--- config.mk ---
export PLATFORM = sky130hd
export DESIGN_NAME = cntr8_seq
export DESIGN_NICKNAME = d
export VERILOG_FILES = /design/src/rtl/cntr8_pkg.sv /design/src/rtl/cntr8_seq_tmr.sv /design/src/rtl/cntr8_seq.sv
export SDC_FILE = /design/constraint.sdc
export NUM_CORES = 1
export LEC_CHECK = 0
export CORE_UTILIZATION = 43
export DETAILED_ROUTE_END_ITERATION = 10
export PLACE_DENSITY = 0.79
export SLEW_MARGIN = 40
export SYNTH_ARGS = -nofsm -noshare
export SYNTH_HDL_FRONTEND = slang
export SYNTH_SLANG_ARGS = --single-unit
--- constraint.sdc ---
create_clock -name clk -period 1.7 [get_ports clk]
set_input_delay 0.17 -clock clk [delete_from_list [all_inputs] [get_ports clk]]
set_output_delay 0.17 -clock clk [all_outputs]
set_load 0.01 [all_outputs]
--- src/rtl/cntr8_pkg.sv ---
// Shared state encoding and width constant for the cntr8 command sequencer.
package cntr8_pkg;

  localparam int CNTR_W = 8;

  typedef enum logic [1:0] {
    IDLE = 2'd0,
    LOAD = 2'd1,
    STEP = 2'd2,
    DONE = 2'd3
  } seq_state_t;

endpackage

--- src/rtl/cntr8_seq_tmr.sv ---
// STEP-phase watchdog: counts enabled cycles and flags expiry on the TIMEOUT_CYC-th one.
// Instantiated by cntr8_seq only when CNTR8_SEQ_TIMEOUT_EN is defined.
module cntr8_seq_tmr #(
  parameter int unsigned TIMEOUT_CYC = 300
) (
  input  logic clk,
  input  logic reset_n,
  input  logic clr,
  input  logic en,
  output logic expired
);

  localparam int W = $clog2(TIMEOUT_CYC + 1);

  logic [W-1:0] cnt;

  always_ff @(posedge clk or negedge reset_n) begin
    if (!reset_n) begin
      cnt <= '0;
    end else if (clr) begin
      cnt <= '0;
    end else if (en && !expired) begin
      cnt <= cnt + 1'b1;
    end
  end

  assign expired = en && (cnt == W'(TIMEOUT_CYC - 1));

endmodule

--- src/rtl/cntr8_seq.sv ---
// Sequencer that moves the cntr8 counter to a requested value by load or by stepping,
// parking it between requests. Optional STEP watchdog: define CNTR8_SEQ_TIMEOUT_EN.
import cntr8_pkg::*;

module cntr8_seq #(
  parameter int unsigned TIMEOUT_CYC = 300
) (
  input  logic              clk,
  input  logic              reset_n,
  input  logic              req,
  input  logic [CNTR_W-1:0] target,
  input  logic              step_mode,
  output logic              ack,
  output logic              busy,
  output logic              err,
  output logic              inc,
  output logic              load,
  output logic [CNTR_W-1:0] d_in,
  input  logic [CNTR_W-1:0] d_out
);

  seq_state_t        state_q, state_d;
  logic [CNTR_W-1:0] tgt_q;
  logic              accept;
  logic              match;
  logic              timeout_hit;

  assign match = (d_out == tgt_q);

`ifdef CNTR8_SEQ_TIMEOUT_EN
  logic err_q;

  cntr8_seq_tmr #(
    .TIMEOUT_CYC(TIMEOUT_CYC)
  ) u_tmr (
    .clk     (clk),
    .reset_n (reset_n),
    .clr     (accept),
    .en      (state_q == STEP),
    .expired (timeout_hit)
  );

  // err survives the DONE/IDLE park and is only cleared by the next accepted request
  always_ff @(posedge clk or negedge reset_n) begin
    if (!reset_n) begin
      err_q <= 1'b0;
    end else if (accept) begin
      err_q <= 1'b0;
    end else if (state_q == STEP && timeout_hit && !match) begin
      err_q <= 1'b1;
    end
  end

  assign err = err_q;
`else
  assign timeout_hit = 1'b0;
  assign err         = 1'b0;
`endif

  always_ff @(posedge clk or negedge reset_n) begin
    if (!reset_n) begin
      state_q <= IDLE;
      tgt_q   <= '0;
    end else begin
      state_q <= state_d;
      if (accept) begin
        tgt_q <= target;
      end
    end
  end

  // Counter has no hold state, so every state except STEP defaults to a park reload of d_out
  always_comb begin
    state_d = state_q;
    accept  = 1'b0;
    ack     = 1'b0;
    load    = 1'b1;
    inc     = 1'b0;
    d_in    = d_out;
    unique case (state_q)
      IDLE: begin
        if (req) begin
          accept  = 1'b1;
          state_d = (!step_mode || d_out == target) ? LOAD : STEP;
        end
      end
      LOAD: begin
        d_in    = tgt_q;
        state_d = DONE;
      end
      STEP: begin
        d_in = tgt_q;
        inc  = (tgt_q > d_out);
        load = match;
        if (match) begin
          state_d = DONE;
        end else if (timeout_hit) begin
          load    = 1'b1;
          d_in    = d_out;
          state_d = DONE;
        end
      end
      DONE: begin
        ack     = 1'b1;
        state_d = IDLE;
      end
      default: state_d = IDLE;
    endcase
  end

  assign busy = (state_q == LOAD) || (state_q == STEP);

endmodule

==> out/metrics.yaml, run 1 <==
core_area_sq_um: 1780
synth.net_count: 126
rrSetupSlack_ns: 0
drive_gt1_share_pct: 38.3
layout_commonest_cell: "buf_4"
critical-path-max-stage-delay_ns: 0.41
post-route-drc-count: 0
rsz0062_at_grt: "yes"
critPathCaptureType: "output port"
cpMostUsedCell: "o21a_1"
post_drt_wl_per_cell_um: 15.7
synth_warnings: 0
setup_tns_ns: -0.304
rows: 15
area_delta_synth_final_pct: 67.2
antenna_left: 0
antenna_cells: 0
critPathArrivalTime_ns: 1.78
clockBufferDepth: 2
synth_area_per_cell_sq_um: 8.96
via_count: 914
via_per_inst: 5.25
layout_setup_ws_ns: -0.248
clk-insertion-delay-late_ns: 0.27
multiInputGateArea_sq_um: 621
fin_crit_sh_pct: 115
fp.dieArea_sq_um: 2160
worst_pin_slew_ns: 0.510
layout_common_cells: "buf_4 (21), clkdlybuf4s50_1 (15), nand2_1 (12)"
vdd_drop_max_v: 0.00125
violations: "negative setup slack"
nFillCells: 118
nets: 181
cts.sinks: 10
status: "complete, but fails checks"
hold_buffers: 0
critPathSlowestCell: "dfrtp_1"
crit_path_max_fanout: 2
power_density_nw_per_um2: 1830
htree_levels: 1
ys_seq_area_share_pct: 29.4
globalplace.congestion: 0.851
yosysTopAreaCellShare_pct: 29.4
r2r_start: "tgt_q[5]"
crit_path_cell_trace: "ha_4 -> nor2b_1 -> o21a_1 -> o21a_1 -> o21bai_1 -> a21oi_1 -> buf_2"
numCtsBuffers: 3
cp-start-kind: "flip-flop"
ff2ff_path_depth: 7
syn_area_sq_um: 851
cp.required_ns: 1.53
grt_pass1_vias: 951
fin_util_pct: 79.8
antenna_found_initial: 0
synth_top_area_cell: "dfrtp_1"
dp_slack_ns: -0.619
syn_inst: 95
dpl_cell_area_sq_um: 1330
worstSetupPathType: "flip-flop to output port"
leakagePower_nw: 0.702
slew_headroom_pct: 65.9
maxCapViolCount: 0
clkSlewWorstSetupHoldPaths_ns: 0.08
synth_seq_cells: 10
hold_viol_final: 0
clock_skew_ns: 0.00712
initial_core_util_pct: 47.7
worstReg2RegEnd: "state_q[0]"
drt-total-wl_um: 2740
stdcell_area_sq_um: 1420
hold_slack_ns: 0.230
grt_pass1_wl_um: 4170
dr.pass1.iters: 4
place_hpwl_um: 1900
root_buffer: "clkbuf_4"
seq_area_sq_um: 250
grt_max_degree: 11
hp-class: "input pin to asynchronous set/reset pin"
drt_iter0_markers: 16
grtUsageTotal_pct: 28.3
fmax_mhz: 513
setup_violations: 2
slew_viol_final: 0
dieWidth_um: 46.5
netlist_top_cells_area: "dfrtp_1 (29%), ha_1 (16%), mux2_2 (11%)"
cts_tree: "yes"
ys_types: 25
period_needed_ns: 1.95
die_h_um: 46.5
grt_overflow: 0
portBuffers: 31
num_io_pins: 33
==> stage by stage <==
step,instances,power [mW]
6_report,174,2.60
4_1_cts,174,2.56
2_1_floorplan,95,1.33
5_1_grt,174,2.76
3_5_place_dp,168,2.25
3_3_place_gp,168,2.18
==> worst max path at each step <==
stage,cells after the start,slack (ns),to,startpoint
2_1_floorplan,6,0.09,d_in[1],state_q[1]
3_3_place_gp,9,-0.58,inc,d_out[1]
3_5_place_dp,9,-0.62,inc,d_out[1]
4_1_cts,7,-0.22,inc,tgt_q[1]
5_1_grt,7,-0.30,inc,tgt_q[1]
6_report,7,-0.25,inc,tgt_q[1]
==> area by class of cell <==
type | count | share of cell area (%)
Multi-Input combinational cell | 71 | 43.6
Inverter | 10 | 2.64
Timing Repair Buffer | 54 | 31.4
Tap cell | 25 | 2.20
Sequential cell | 10 | 17.6
Clock buffer | 4 | 2.55
==> power breakdown <==
part | leakage (nW) | internal (mW) | switching, mW
registers | 0.118 | 0.363 | 0.101
logic | 0.562 | 1.01 | 0.905
clock network | 0.0210 | 0.130 | 0.0965
total | 0.702 | 1.50 | 1.10
==> worst max-delay path, delay by kind of cell, from the launching register on <==
kind / cells / cell delay, ns
compound gates: 4 / 0.60
flops: 1 / 0.41
fa+ha+maj: 1 / 0.22
simple gates: 1 / 0.14
buf+inv: 1 / 0.14
==> cells in the mapped netlist <==
cell type   n
a21boi_1    1
a21o_1      2
a21oi_1     3
and2_1      1
buf_2       1
buf_4       1
clkbuf_1    2
conb_1      1
dfrtp_1    10
ha_1       11
inv_1      10
mux2_2      8
nand2_1    13
nand3b_1    1
nand4_1     2
nor2_1      1
nor2b_1     1
nor4_1      2
o21a_1      2
o21ai_0    10
o21ai_4     1
o21bai_1    1
o221a_2     1
o22ai_1     1
xor2_1      8
==> routing by layer <==
layer / vias to the layer above / share of wire, % / global-route usage (%)
met1: 450 / 40 / 31.3
li1: 429 / - / -
met5: - / 0 / 0
met2: 31 / 54 / 51.4
met3: 4 / 4.2 / 3.92
met4: 0 / 1.6 / 14.7
==> state kept, by name, summed over array words and instances, names as in the netlist <==
signal / cells
state_q: 2
tgt_q: 8
==> repair_timing <==
action / in CTS / in global routing
gates cloned: 0 / 0
resized for setup: 46 / 18
setup buffers: 2 / 0
pin swaps: 7 / 4
setup endpoints to repair: 13 / 13
==> cells by family (layout without fill, tap and decap cells) <==
| kind of cell | Yosys count | count (layout) | synth area share, % |
|---|---|---|---|
| AO/OA/AOI/OAI | 22 | 22 | 16.9 |
| AND/OR/NAND/NOR | 21 | 21 | 11.5 |
| buffers and inverters | 14 | 68 | 6.77 |
| adder cells (fa/ha/maj) | 11 | 11 | 16.2 |
| flip-flops | 10 | 10 | 29.4 |
| XOR/XNOR | 8 | 8 | 8.24 |
| multiplexers | 8 | 8 | 10.6 |
| other | 1 | 1 | 0.441 |
Note: power is estimated with default switching activity, not from simulation.
==> run 2, diff against run 1 <==
CORE_MARGIN = 2   (was not set)
==> run 2 against run 1 <==
Compared with the run above: the run still ends with negative setup slack left; clock skew is 0.0065 ns lower; total power is 3.1% lower; non-clock buffer count is 1 higher; first-iteration DRC count is 44% lower; fmax is 3.5% higher; largest power group unchanged; highest routed layer unchanged.
==> out/metrics.yaml, run 2 (synthesized netlist as in run 1, its figures left out) <==
core_area_sq_um: 1920
grt_overflow: 0
violations: "negative setup slack"
cts_tree: "yes"
dieWidth_um: 48.5
ff2ff_path_depth: 7
initial_core_util_pct: 44.3
fp.dieArea_sq_um: 2350
grtUsageTotal_pct: 23.1
reg_top3: "tgt_q (8), state_q (2)"
layout_setup_ws_ns: -0.182
num_io_pins: 33
worst_pin_slew_ns: 0.498
cts.sinks: 10
post-route-drc-count: 0
worstSetupPathType: "flip-flop to output port"
drive_gt1_share_pct: 38.9
fin_cells: 176
antenna_found_initial: 0
hold_viol_final: 0
die_h_um: 48.5
hp-class: "input pin to asynchronous set/reset pin"
hold_buffers: 0
grt_pass1_wl_um: 4190
layout_commonest_cell: "buf_4"
power_density_nw_per_um2: 1800
nets: 182
leakagePower_nw: 0.691
rows: 16
htree_levels: 1
place_hpwl_um: 1940
clock_skew_ns: 0.000656
cp-start-kind: "flip-flop"
root_buffer: "clkbuf_4"
maxCapViolCount: 0
via_count: 925
dp_slack_ns: -0.617
drt_iter0_markers: 9
post_drt_wl_per_cell_um: 15.5
drt-total-wl_um: 2730
numCtsBuffers: 3
worstReg2RegEnd: "state_q[0]"
clockBufferDepth: 2
p_total_mw: 2.52
globalplace.congestion: 0.820
crit_path_max_fanout: 2
slew_viol_final: 0
fin_crit_sh_pct: 111
dpl_cell_area_sq_um: 1340
setup_tns_ns: -0.211
stdcell_area_sq_um: 1400
cp.required_ns: 1.53
slew_headroom_pct: 66.7
grt_max_degree: 11
clk-insertion-delay-late_ns: 0.27
critPathCaptureType: "output port"
period_needed_ns: 1.88
fmax_mhz: 531
status: "complete, but fails checks"
area_delta_synth_final_pct: 65.0
rsz0062_at_grt: "yes"
vdd_drop_max_v: 0.00108
regMostFlops: "tgt_q"
r2r_start: "tgt_q[7]"
dpl.cell_count: 171
portBuffers: 31
antenna_left: 0
layout_common_cells: "buf_4 (22), clkdlybuf4s50_1 (15), nand2_1 (12)"
setup_violations: 2
clkSlewWorstSetupHoldPaths_ns: 0.07
rrSetupSlack_ns: 0.01
largest_reg_flops: 8
critPathArrivalTime_ns: 1.71
grt_pass1_vias: 951
via_per_inst: 5.26
dr.pass1.iters: 4
antenna_cells: 0
[run 2: cell count changes in the layout (fill, tap and decap cells not counted), sizes merged]
cell	before	now
dlymetal6s2s	2	1
dlygate4sd2	4	5
[run 2: how the worst max path moves through the flow]
stage	startpoint	to	cells after the start
floorplan	state_q[1]	d_in[1]	6
global placement	d_out[1]	inc	9
detailed placement	d_out[1]	inc	9
CTS	tgt_q[1]	inc	7
global route	tgt_q[1]	inc	7
finish	tgt_q[1]	inc	7
[run 2: report_power, final]
part | internal [mW] | switching [mW]
combinational | 0.992 | 0.909
sequential | 0.363 | 0.0916
clock | 0.0819 | 0.0838
total | 1.44 | 1.08
[run 2: per-stage QoR]
step | util (%) | hold WS [ns]
floorplan | - | -0.126
global placement | 69.7 | 0.527
detailed placement | 69.7 | 0.543
CTS | 71.5 | 0.261
global route | 73.0 | 0.277
finish | 73.0 | 0.235
[run 2: worst max-delay path, stage by stage (launching register included)]
cell	delay [ns]
dfrtp_1	0.41
ha_4	0.22
nor2b_1	0.12
o21a_1	0.16
o21a_1	0.16
o21bai_1	0.13
a21oi_1	0.09
buf_2	0.15
[run 2: cell type report]
class,instances,area (sq um)
sequential,10,250
timing repair buffer,55,450
tap,27,33.8
clock buffer,3,22.5
multi-input combinational,71,609
inverter,10,37.5
fill,149,518
[run 2: per-layer routing]
layer  up-vias  GRT usage, %  part of all wire [%]
met3        11          5.25                   5.1
met2        34          42.6                    52
met4         0          12.4                   3.1
met5         -             0                     0
li1        435             -                     -
met1       445          24.1                    39
[run 2: repair_timing]
item / CTS / global route
gates resized for setup: 45 / 17
setup buffers: 1 / 2
pin swaps: 7 / 9
endpoints found under the setup margin: 13 / 10
==> run 3, diff against run 2 <==
CORE_UTILIZATION = 45   (was 43)
CTS_BUF_LIST = sky130_fd_sc_hd__clkbuf_4   (was not set)
PLACE_DENSITY = 0.82   (was 0.79)
TNS_END_PERCENT = 50   (was not set)
==> run 3 against run 2 <==
Compared with the run above: register-to-register slack lost 0.04 ns; critical path depth stayed put; the run still ends with negative setup slack left; largest cell class unchanged; clock skew increased by 0.0088 ns; combinational power is 3% higher.
==> out/metrics.yaml, run 3 (synthesized netlist as in run 1, its figures left out) <==
cts_tree: "yes"
dp_slack_ns: -0.666
layout_commonest_cell: "buf_4"
cts.sinks: 10
critPathCaptureType: "output port"
layout_setup_ws_ns: -0.284
grt_max_degree: 12
multiInputGateArea_sq_um: 663
via_per_inst: 5.16
reg_top3: "tgt_q (8), state_q (2)"
clock_skew_ns: 0.00949
post-route-drc-count: 0
hp-class: "input pin to asynchronous set/reset pin"
slew_headroom_pct: 65.7
initial_core_util_pct: 48.7
hold_viol_final: 0
crit_path_max_fanout: 2
nFillCells: 105
layout_common_cells: "buf_4 (23), clkdlybuf4s50_1 (15), nand2_1 (12)"
grt_pass1_vias: 925
cp-start-kind: "flip-flop"
slew_viol_final: 0
fin_crit_sh_pct: 117
rows: 15
rsz0062_at_grt: "yes"
power_density_nw_per_um2: 1800
area_delta_synth_final_pct: 70.1
regMostFlops: "tgt_q"
worstSetupPathType: "flip-flop to output port"
core_area_sq_um: 1750
antenna_found_initial: 0
violations: "negative setup slack"
seq_area_sq_um: 250
antenna_cells: 0
grt_pass1_wl_um: 4020
fin_cells: 174
dpl.cell_count: 168
vdd_drop_max_v: 0.00113
period_needed_ns: 1.98
antenna_left: 0
status: "complete, but fails checks"
maxCapViolCount: 0
num_io_pins: 33
portBuffers: 31
cp.required_ns: 1.53
clockBufferDepth: 2
htree_levels: 1
leakagePower_nw: 0.680
drt_iter0_markers: 18
fp.dieArea_sq_um: 2250
grt_overflow: 0
die_h_um: 47.5
clkSlewWorstSetupHoldPaths_ns: 0.08
critPathArrivalTime_ns: 1.81
setup_violations: 4
place_hpwl_um: 1930
via_count: 897
post_drt_wl_per_cell_um: 16.8
dieWidth_um: 47.5
globalplace.congestion: 0.797
largest_reg_flops: 8
fmax_mhz: 504
grtUsageTotal_pct: 27.5
setup_tns_ns: -0.409
drive_gt1_share_pct: 45.0
numCtsBuffers: 3
drt-total-wl_um: 2920
root_buffer: "clkbuf_4"
nets: 182
clk-insertion-delay-late_ns: 0.27
worst_pin_slew_ns: 0.513
dr.pass1.iters: 4
-- run 3: final cells by class --
type | instances | share of cell area (%)
Timing Repair Buffer | 55 | 30.6
Multi-Input combinational cell | 71 | 45.8
Sequential cell | 10 | 17.3
Inverter | 10 | 2.59
Clock buffer | 3 | 1.56
Tap cell | 25 | 2.16
-- run 3: what timing repair did --
item / 4_1_cts / 5_1_grt
setup buffers: 2 / 1
hold buffers: 0 / 0
resized for setup: 50 / 21
endpoints found under the hold margin: 0 / 0
endpoints found under the setup margin: 13 / 11
pin swaps: 8 / 4
-- run 3: metrics by stage --
step | cell area [sq um] | power (mW) | util, % | hold WS (ns)
global route | 1450 | 2.75 | 82.9 | 0.286
CTS | 1430 | 2.49 | 81.8 | 0.252
global placement | 1330 | 2.19 | 76.2 | 0.523
detailed placement | 1330 | 2.25 | 76.2 | 0.527
finish | 1450 | 2.61 | 82.9 | 0.235
floorplan | 851 | 1.33 | - | -0.126
-- run 3: per-layer routing --
layer | GRT usage, % | routed length, um
met5 | 0 | 0
met4 | 14.4 | 23
met3 | 3.40 | 119
met2 | 54.3 | 1610
met1 | 27.2 | 1170
-- run 3: worst paths after layout --
check                           startpoint          to  slack (ns)  depth (start not counted)
worst max-delay path              tgt_q[1]         inc       -0.28                          7
worst min-delay path               reset_n    tgt_q[0]        0.24                          1
worst max register to register    tgt_q[7]  state_q[0]       -0.03                          8
worst min register to register    tgt_q[0]    tgt_q[0]        0.59                          2
max in group asynchronous          reset_n    tgt_q[4]        1.11                          1
min in group clk                 target[0]    tgt_q[0]        0.54                          3
-- run 3: critical path: stages (launching register included) --
cell	delay, ns
dfrtp_1	0.41
ha_4	0.23
nor2b_4	0.12
o21a_1	0.17
o21a_1	0.20
o21bai_2	0.19
a21oi_2	0.08
buf_2	0.15
-- run 3: where the power goes --
group / switching [mW] / internal, mW / leakage (nW)
Clock: 0.0932 / 0.0817 / 0.0138
Combinational: 0.922 / 1.03 / 0.548
Sequential: 0.113 / 0.363 / 0.118
Total: 1.13 / 1.48 / 0.680
